File: config.mk
export PLATFORM = sky130hd
export DESIGN_NAME = ram_port_arbiter_flat
export DESIGN_NICKNAME = d
export VERILOG_FILES = /design/src/rtl/ram_pkg.sv /design/src/rtl/ram_port_arbiter_if.sv /design/src/rtl/rr_arbiter2.sv /design/src/rtl/ram_port_arbiter.sv /design/src/flat_wrapper.sv
export SDC_FILE = /design/constraint.sdc
export NUM_CORES = 1
export LEC_CHECK = 0
export CAP_MARGIN = 30
export CORE_MARGIN = 3
export CORE_UTILIZATION = 22
export DETAILED_ROUTE_END_ITERATION = 12
export MAX_ROUTING_LAYER = met4
export PLACE_DENSITY = 0.89
export SLEW_MARGIN = 20
export SYNTH_ARGS = -nofsm -noshare
export SYNTH_HDL_FRONTEND = slang
export SYNTH_SLANG_ARGS = --single-unit
File: constraint.sdc
create_clock -name clk -period 1.7 [get_ports clk]
set_input_delay 0.255 -clock clk [delete_from_list [all_inputs] [get_ports clk]]
set_output_delay 0.255 -clock clk [all_outputs]
set_load 0.01 [all_outputs]
File: src/rtl/ram_pkg.sv
// Shared definitions for the port-A arbiter of the 16-bit x 1K dual-port RAM.
//   DATA_WIDTH_DEF / ADDR_WIDTH_DEF : default word and address widths
//   MASTER_CPU / MASTER_IO          : master indices (load/store unit, I/O-DMA engine)
//   rd_tag_t                        : read-return tag carried down the latency pipeline
package ram_pkg;

  localparam int DATA_WIDTH_DEF = 16;
  localparam int ADDR_WIDTH_DEF = 10;

  localparam logic MASTER_CPU = 1'b0;
  localparam logic MASTER_IO  = 1'b1;

  typedef struct packed {
    logic valid;
    logic id;
  } rd_tag_t;

endpackage

File: src/rtl/ram_port_arbiter_if.sv
// Bus bundle between the two masters, the arbiter and RAM port A.
//   mX_req/we/addr/wdata : master X access request, held until mX_gnt
//   mX_gnt               : access accepted this cycle
//   mX_rvalid/rdata      : read return, rdata qualified by rvalid
//   ram_addr/data/we     : drive to RAM addr_a/data_a/we_a
//   ram_q                : RAM q_a_out
// slave  : arbiter side.  master : masters plus RAM side.
interface ram_port_arbiter_if #(
  parameter int DATA_WIDTH = 16,
  parameter int ADDR_WIDTH = 10
);

  logic                  m0_req, m0_we, m0_gnt, m0_rvalid;
  logic [ADDR_WIDTH-1:0] m0_addr;
  logic [DATA_WIDTH-1:0] m0_wdata, m0_rdata;

  logic                  m1_req, m1_we, m1_gnt, m1_rvalid;
  logic [ADDR_WIDTH-1:0] m1_addr;
  logic [DATA_WIDTH-1:0] m1_wdata, m1_rdata;

  logic [ADDR_WIDTH-1:0] ram_addr;
  logic [DATA_WIDTH-1:0] ram_data, ram_q;
  logic                  ram_we;

  modport slave (
    input  m0_req, m0_we, m0_addr, m0_wdata,
    input  m1_req, m1_we, m1_addr, m1_wdata,
    input  ram_q,
    output m0_gnt, m0_rvalid, m0_rdata,
    output m1_gnt, m1_rvalid, m1_rdata,
    output ram_addr, ram_data, ram_we
  );

  modport master (
    output m0_req, m0_we, m0_addr, m0_wdata,
    output m1_req, m1_we, m1_addr, m1_wdata,
    output ram_q,
    input  m0_gnt, m0_rvalid, m0_rdata,
    input  m1_gnt, m1_rvalid, m1_rdata,
    input  ram_addr, ram_data, ram_we
  );

endinterface

File: src/rtl/rr_arbiter2.sv
// Two-way round-robin arbiter.
//   clk, reset : system clock, synchronous active-high reset
//   req[1:0]   : request per master
//   gnt[1:0]   : one-hot combinational grant, zero during reset
// `last` holds the index of the most recently granted master; on contention
// the other master wins, which bounds the wait of a held request to 2 cycles.
module rr_arbiter2
  import ram_pkg::*;
(
  input  logic       clk,
  input  logic       reset,
  input  logic [1:0] req,
  output logic [1:0] gnt
);

  logic last;

  always_comb begin
    gnt = 2'b00;
    if (!reset) begin
      case (req)
        2'b01:   gnt = 2'b01;
        2'b10:   gnt = 2'b10;
        2'b11:   gnt = (last == MASTER_IO) ? 2'b01 : 2'b10;
        default: gnt = 2'b00;
      endcase
    end
  end

  // Reset to MASTER_IO so the CPU wins the first contention.
  always_ff @(posedge clk) begin
    if (reset)                 last <= MASTER_IO;
    else if (gnt[MASTER_CPU])  last <= MASTER_CPU;
    else if (gnt[MASTER_IO])   last <= MASTER_IO;
  end

endmodule

File: src/rtl/ram_port_arbiter.sv
// Shares RAM port A between the CPU load/store unit (master 0) and the
// I/O-DMA engine (master 1): one access per cycle, round-robin grant,
// tagged read return aligned to the RAM's registered read latency.
//   clk, reset : system clock, synchronous active-high reset
//   bus        : ram_port_arbiter_if slave modport (masters and RAM port A)
// Parameters: DATA_WIDTH, ADDR_WIDTH, READ_LATENCY (1..4).
module ram_port_arbiter
  import ram_pkg::*;
#(
  parameter int DATA_WIDTH   = DATA_WIDTH_DEF,
  parameter int ADDR_WIDTH   = ADDR_WIDTH_DEF,
  parameter int READ_LATENCY = 1
) (
  input logic                clk,
  input logic                reset,
  ram_port_arbiter_if.slave  bus
);

  logic [1:0]            gnt;
  logic                  gnt_any;
  logic                  sel_id;
  logic                  sel_we;
  logic [ADDR_WIDTH-1:0] sel_addr;
  logic [DATA_WIDTH-1:0] sel_data;
  rd_tag_t               tag_in;
  rd_tag_t               tag_out;
  rd_tag_t               tag_q [READ_LATENCY];

  rr_arbiter2 u_arb (
    .clk   (clk),
    .reset (reset),
    .req   ({bus.m1_req, bus.m0_req}),
    .gnt   (gnt)
  );

  assign gnt_any    = |gnt;
  assign bus.m0_gnt = gnt[MASTER_CPU];
  assign bus.m1_gnt = gnt[MASTER_IO];

  // With no grant the mux rests on master 0; ram_we is what keeps that harmless.
  always_comb begin
    sel_id   = gnt[MASTER_IO];
    sel_we   = bus.m0_we;
    sel_addr = bus.m0_addr;
    sel_data = bus.m0_wdata;
    if (sel_id == MASTER_IO) begin
      sel_we   = bus.m1_we;
      sel_addr = bus.m1_addr;
      sel_data = bus.m1_wdata;
    end
  end

  assign bus.ram_addr = sel_addr;
  assign bus.ram_data = sel_data;
  assign bus.ram_we   = gnt_any & sel_we;

  // Tag travels alongside the RAM's read pipeline so rvalid lines up with q_a.
  assign tag_in.valid = gnt_any & ~sel_we;
  assign tag_in.id    = sel_id;

  always_ff @(posedge clk) begin
    if (reset) begin
      for (int i = 0; i < READ_LATENCY; i++) tag_q[i] <= '0;
    end else begin
      tag_q[0] <= tag_in;
      for (int i = 1; i < READ_LATENCY; i++) tag_q[i] <= tag_q[i-1];
    end
  end

  assign tag_out = tag_q[READ_LATENCY-1];

  // Gated by reset so a read in flight when reset rises never reports.
  assign bus.m0_rvalid = ~reset & tag_out.valid & (tag_out.id == MASTER_CPU);
  assign bus.m1_rvalid = ~reset & tag_out.valid & (tag_out.id == MASTER_IO);
  assign bus.m0_rdata  = bus.ram_q;
  assign bus.m1_rdata  = bus.ram_q;

endmodule
File: src/flat_wrapper.sv
// flat-port wrapper written by rule: the top's interface ports become plain ports
module ram_port_arbiter_flat import ram_pkg::*;
#(
  parameter int DATA_WIDTH   = DATA_WIDTH_DEF,
  parameter int ADDR_WIDTH   = ADDR_WIDTH_DEF,
  parameter int READ_LATENCY = 1
)
  (clk, reset, bus_m0_req, bus_m0_we, bus_m0_addr, bus_m0_wdata, bus_m1_req, bus_m1_we, bus_m1_addr, bus_m1_wdata, bus_ram_q, bus_m0_gnt, bus_m0_rvalid, bus_m0_rdata, bus_m1_gnt, bus_m1_rvalid, bus_m1_rdata, bus_ram_addr, bus_ram_data, bus_ram_we);
  ram_port_arbiter_if #(.DATA_WIDTH(DATA_WIDTH), .ADDR_WIDTH(ADDR_WIDTH)) bus_i ();
  input logic clk;
  input logic reset;
  input wire logic [$bits(bus_i.m0_req)-1:0] bus_m0_req;
  input wire logic [$bits(bus_i.m0_we)-1:0] bus_m0_we;
  input wire logic [$bits(bus_i.m0_addr)-1:0] bus_m0_addr;
  input wire logic [$bits(bus_i.m0_wdata)-1:0] bus_m0_wdata;
  input wire logic [$bits(bus_i.m1_req)-1:0] bus_m1_req;
  input wire logic [$bits(bus_i.m1_we)-1:0] bus_m1_we;
  input wire logic [$bits(bus_i.m1_addr)-1:0] bus_m1_addr;
  input wire logic [$bits(bus_i.m1_wdata)-1:0] bus_m1_wdata;
  input wire logic [$bits(bus_i.ram_q)-1:0] bus_ram_q;
  output wire logic [$bits(bus_i.m0_gnt)-1:0] bus_m0_gnt;
  output wire logic [$bits(bus_i.m0_rvalid)-1:0] bus_m0_rvalid;
  output wire logic [$bits(bus_i.m0_rdata)-1:0] bus_m0_rdata;
  output wire logic [$bits(bus_i.m1_gnt)-1:0] bus_m1_gnt;
  output wire logic [$bits(bus_i.m1_rvalid)-1:0] bus_m1_rvalid;
  output wire logic [$bits(bus_i.m1_rdata)-1:0] bus_m1_rdata;
  output wire logic [$bits(bus_i.ram_addr)-1:0] bus_ram_addr;
  output wire logic [$bits(bus_i.ram_data)-1:0] bus_ram_data;
  output wire logic [$bits(bus_i.ram_we)-1:0] bus_ram_we;
  assign bus_i.m0_req = bus_m0_req;
  assign bus_i.m0_we = bus_m0_we;
  assign bus_i.m0_addr = bus_m0_addr;
  assign bus_i.m0_wdata = bus_m0_wdata;
  assign bus_i.m1_req = bus_m1_req;
  assign bus_i.m1_we = bus_m1_we;
  assign bus_i.m1_addr = bus_m1_addr;
  assign bus_i.m1_wdata = bus_m1_wdata;
  assign bus_i.ram_q = bus_ram_q;
  assign bus_m0_gnt = bus_i.m0_gnt;
  assign bus_m0_rvalid = bus_i.m0_rvalid;
  assign bus_m0_rdata = bus_i.m0_rdata;
  assign bus_m1_gnt = bus_i.m1_gnt;
  assign bus_m1_rvalid = bus_i.m1_rvalid;
  assign bus_m1_rdata = bus_i.m1_rdata;
  assign bus_ram_addr = bus_i.ram_addr;
  assign bus_ram_data = bus_i.ram_data;
  assign bus_ram_we = bus_i.ram_we;
  ram_port_arbiter #(.DATA_WIDTH(DATA_WIDTH), .ADDR_WIDTH(ADDR_WIDTH), .READ_LATENCY(READ_LATENCY)) u_core (.clk(clk), .reset(reset), .bus(bus_i));
endmodule
**Yosys cells after proc, flatten, opt, wreduce, memory -nomap -nowiden**

Memory sizes are Yosys's and may differ from the RTL's.
Index checks and enable logic that the tools add are counted.

- Equal/unequal tests: 3
- Muxes and demuxes: 13
- Bitwise operators: 8
- Reduce and logical (&&, ||, !) cells: 3

Operator list:

| kind | number |
|---|---|
| 16-bit 2-to-1 mux | 1 |
| 10-bit 2-to-1 mux | 1 |
| 1-bit 2-to-1 mux | 7 |
| 2-bit 2-to-1 mux | 3 |
| 2-bit case mux with 3 select lines | 1 |
| 1-bit bitwise AND | 5 |
| 2-bit equality test (second input constant) | 2 |
| 2-bit OR reduction | 2 |
| 1-bit inverter | 3 |
| 2-bit by 1-bit equality test with 1-bit output (second input constant) | 1 |
| 2-bit nonzero test | 1 |

- Flip-flop bits (word level): 1
- Bits in writable memories: 2
- Input bits: 74
- Memories kept: 1

Memories:

| name | words | bits a word | read ports | clocked after Yosys merged registers in | write ports | RTL line | text |
|---|---|---|---|---|---|---|---|
| u_core.tag_q | 1 | 2 | 1 | 0 | 1 | ram_port_arbiter.sv:27 | `rd_tag_t tag_q [READ_LATENCY];` |

**Logic depth before layout (Yosys ltp)**

- Depth in word-level cells: 7
- Mapped depth: 4
- Depth with buffers taken out: 3

**Cells and area by module**

From an unflattened synthesis, not the netlist that was laid out.

- Cells, all modules: 79
- Area total of the unflattened synthesis: 708.2 um^2

Modules (own cells, without submodules):

| module | instances | cells each | area an instance (um^2) | sequential area each (um^2) |
|---|---|---|---|---|
| ram_port_arbiter | 1 | 72 | 650.6 | 40.0 |
| rr_arbiter2 | 1 | 7 | 57.6 | 20.0 |

**Worst setup path after synthesis**

No wires, ideal clock.

- Path kind: reg2out
- Start: register u_core.u_arb.last
- End: output bus_ram_addr[0]
- Arrival time: 1.194 ns
- Required time: 1.445 ns
- Setup slack: 0.251 ns
- Stages on the path, launching flop included: 5
- Path buffers: 1
- Path through: dfxtp_1 -> a21bo_4 -> nor2_8 -> buf_12 -> mux2_4

- Word-level cells in the longest chain between the ends: 4

Ends and longest elaborated chain:

| what | RTL line | text |
|---|---|---|
| start, declared | rr_arbiter2.sv:16 | `logic last;` |
| start signal, assigned | rr_arbiter2.sv:32 | `if (reset) last <= MASTER_IO;` |
| start signal, assigned | rr_arbiter2.sv:33 | `else if (gnt[MASTER_CPU]) last <= MASTER_CPU;` |
| start signal, assigned | rr_arbiter2.sv:34 | `else if (gnt[MASTER_IO]) last <= MASTER_IO;` |
| 2-bit 2-to-1 mux | rr_arbiter2.sv:24 | `2'b11: gnt = (last == MASTER_IO) ? 2'b01 : 2'b10;` |
| 2-bit case mux with 3 select lines | rr_arbiter2.sv:21 | `case (req)` |
| 2-bit 2-to-1 mux | rr_arbiter2.sv:20 | `if (!reset) begin` |
| via bus_m1_gnt | flat_wrapper.sv:24 | `output wire logic [$bits(bus_i.m1_gnt)-1:0] bus_m1_gnt;` |
| 10-bit 2-to-1 mux | ram_port_arbiter.sv:46 | `if (sel_id == MASTER_IO) begin` |
| end, declared | flat_wrapper.sv:27 | `output wire logic [$bits(bus_i.ram_addr)-1:0] bus_ram_addr;` |

The timed path passes the listed nets, and every way through them passes these cells.

**Worst setup path after layout**

- Start: input bus_m0_req
- End: output bus_ram_data[7]

- Word-level cells in the longest chain between the ends: 4
- Elaborated cells between the ends (all ways): 6

Ends and longest elaborated chain:

| what | RTL line | text |
|---|---|---|
| start, declared | flat_wrapper.sv:12 | `input wire logic [$bits(bus_i.m0_req)-1:0] bus_m0_req;` |
| 2-bit equality test / 2-bit by 1-bit equality test with 1-bit output (equally long branches) | rr_arbiter2.sv:21 |  |
| 2-bit case mux with 3 select lines * | rr_arbiter2.sv:21 |  |
| 2-bit 2-to-1 mux * | rr_arbiter2.sv:20 |  |
| 16-bit 2-to-1 mux * | ram_port_arbiter.sv:46 |  |
| end, declared | flat_wrapper.sv:28 | `output wire logic [$bits(bus_i.ram_data)-1:0] bus_ram_data;` |

Mark *: on every way between the ends. The rest lies on a longest branch, timed or not.

==> summary.md <==
| Metric | Value |
|---|---|
| CP max FO | `8` |
| Number of nets in the layout | `between 200 and 250` |
| Slew @ Worst Pin | `263 ps` |
| Final Cell Area | `roughly 1700 µm²` |
| Most common cell in the synthesized netlist | `buf_4` |
| Fin crit share | `1.06` |
| Setup crit end kind | `output pin` |
| R2R cell count | `4` |
| # setup viols final | `26` |
| Count of different cell masters after synthesis | `18` |
| Cell Area, Synth | `827 µm²` |
| Unrepaired setup endpoints after global routing | `yes` |
| Global-route wire length before repair | `3.91 mm` |
| Reg2reg setup slack | `460 ps` |
| Yosys reg bits | `3` |
| Vias in the first global route | `835` |
| Area contributors post-synth | `mux2_4, buf_4, mux2_2` |
| Post-DRT Antenna Nets | `0` |
| Pre-CTS setup slack | `-682 ps` |
| Ant diodes | `0` |
| CP Launch Type | `input port` |
| Antenna violations before repair | `0` |
| Hold Path Stages | `0` |
| Power per cell area | `428 nW/µm²` |
| GR Util All Layers | `0.118` |
| Pre-Repair DR Iteration Count | `2` |
| Yosys top cell area share | `0.345` |
| CP max stage delay | `~320 ps` |
| CTS tree | `yes` |
| Critical-path cell list | `dlygate4sd2_1 > a21bo_4 > nor2_8 > buf_12 > mux2_4 > buf_6` |
| Dominant synthesized flop cell | `dfxtp_1` |
| # clock sinks | `3` |
| Die footprint | `4530 µm²` |
| Pin count of the biggest net entering global routing | `9` |
| Post-Syn Nets | `155` |
| Clk root buf | `clkbuf_8` |
| VDD IR-drop max | `between 0.0002 and 0.00025 V` |
| Vias per inst | `4.16` |
| H-tree levels | `1` |
| Slew HR | `0.825` |
| WL/cell | `~14 µm` |
| GPL Wtd Cong | `0.727` |
| Tot Pwr | `approximately 0.00073 W` |
| YS warnings | `0` |
| Bufs on Longest Clock Path | `2` |
| Fin. Hold Viols | `0` |
| Ports | `137` |
| Cts bufs inserted | `3` |
| Worst EP arrival | `1550 ps` |
| Reg-to-reg critical path endpoint | `u_core.tag_q[0][1]` |
| Slowest stage cell on the critical path | `mux2_4` |
| Grt ovf | `0` |
| Core footprint | `3470 µm²` |
| CP required | `1440 ps` |
| Hold crit path type | `input port to output pin` |
| Number of remaining DRC errors | `0` |
| Worst skew pair latency | `210 ps` |
| Die height | `between 60 and 70 µm` |
| HPWL Detailed | `2.19 mm` |
| Cells after Synth | `81` |
| Clock skew | `between 1.5 and 2 ps` |
| Final worst setup slack | `-105 ps` |
| Failing checks | `negative setup slack` |
| Critical path type | `input port to output pin` |
| Achievable Freq | `0.554 GHz` |
| Iteration-0 DRC count of the detailed router | `3` |
| Hold EP | `bus_m0_rdata[1]` |
| Via count | `approximately 810` |
| Reg-to-reg startpoint | `u_core.u_arb.last` |
| Hold path start | `bus_ram_q[1]` |
| Syn avg cell area | `10.2 µm²` |
| Slew Limit Fails | `0` |
| Post-DP Area | `1550 µm²` |
| WL final | `2.76 mm` |
| P&R area growth vs syn | `106%` |
| Die width | `67.3 µm` |
| Share of cells above drive strength 1 | `0.470` |
| Register area share after synthesis | `0.0726` |
| Asr flop ratio synth | `0` |
| CTS hold repair buffers | `0` |
| Buffers added on ports | `88` |
| TNS Setup | `-2230 ps` |
| WHS | `510 ps` |
| Post-synth top cells | `buf_4, mux2_4, mux2_2, dfxtp_1, nand2_1` |
| EDFF count, synth | `0` |
| MaxCap Viol Count | `0` |
| Initial Utilization | `0.238` |
| Post-synth top area cell | `mux2_4` |
| P_leak | `0.784 nW` |
| Min Tclk post-route | `~1800 ps` |
| Row count | `21` |
| Status | `complete, but fails checks` |
==> worst max path at each step <==
stage                       from              end  slack, ps  cells past startpoint
3_5_place_dp          bus_m1_req  bus_ram_addr[6]       -680                      6
3_3_place_gp          bus_m1_req  bus_ram_addr[9]       -640                      6
4_1_cts        u_core.u_arb.last  bus_ram_data[7]       -150                      5
2_1_floorplan  u_core.u_arb.last  bus_ram_addr[0]        250                      4
6_report              bus_m0_req  bus_ram_data[7]       -100                      6
5_1_grt        u_core.u_arb.last  bus_ram_addr[5]       -140                      5
==> final cells by class <==
cell class	count	area [µm²]
Timing Repair Buffer	99	1030
Tap cell	46	57.6
Sequential cell	3	61.3
Clock buffer	4	45.0
Inverter	1	3.75
Multi-Input combinational cell	42	504
Fill cell	353	1770
==> power breakdown <==
group	switching [W]	internal (W)	leakage [nW]	total [W]
Clock	0.0000458	0.000160	0.0228	0.000206
Sequential	0.00000242	0.0000762	0.0247	0.0000786
Combinational	0.000132	0.000313	0.736	0.000445
==> placed cells by master, fill, tap and decap left out, drive strengths merged <==
cell type       n
o31ai           1
inv             1
and3b           1
dlygate4sd2     8
buf            37
dfxtp           3
nand3           2
mux2           26
or3             1
a21oi           2
nor3b           1
clkbuf          4
nor2            3
a21bo           1
clkdlybuf4s50  54
nand2           3
or2b            1
==> layer usage <==
metal	share of wire	vias up	wire, µm	GRT usage
li1	-	379	-	-
met1	0.32	360	881	0.120
met2	0.55	69	1520	0.213
met3	0.12	4	338	0.0383
met4	0.0069	0	19	0.0329
met5	0	-	0	-
==> what timing repair did <==
action / 4_1_cts / 5_1_grt
gates resized for setup: 151 / 0
setup buffers: 1 / 2
pin swaps: 2 / 2
setup endpoints to repair: 31 / 27
cloned: 1 / 0
==> through the flow <==
step	cells	utilization
after floorplan	81	-
after global routing	195	0.491
final	195	0.491
after detailed placement	187	0.446
after global placement	187	0.446
after CTS	193	0.486
==> state kept, by name (all words and copies together), names as in the netlist <==
| register | cells |
|---|---|
| u_core.u_arb.last | 1 |
| u_core.tag_q | 2 |
==> critical path: cells and delay by family <==
| kind | cells | cell delay [ps] |
|---|---|---|
| simple gates | 1 | 170 |
| mux | 1 | 320 |
| compound gates | 1 | 250 |
| buf+inv | 3 | 550 |
==> cells by family (layout without fill, tap and decap cells) <==
family | Yosys count | count (layout) | synth area share
AO/OA/AOI/OAI | 4 | 4 | 0.0409
multiplexers | 26 | 26 | 0.440
buffers and inverters | 36 | 104 | 0.349
AND/OR/NAND/NOR | 12 | 12 | 0.0968
flip-flops | 3 | 3 | 0.0726
Power figures use the tool's default switching activity.
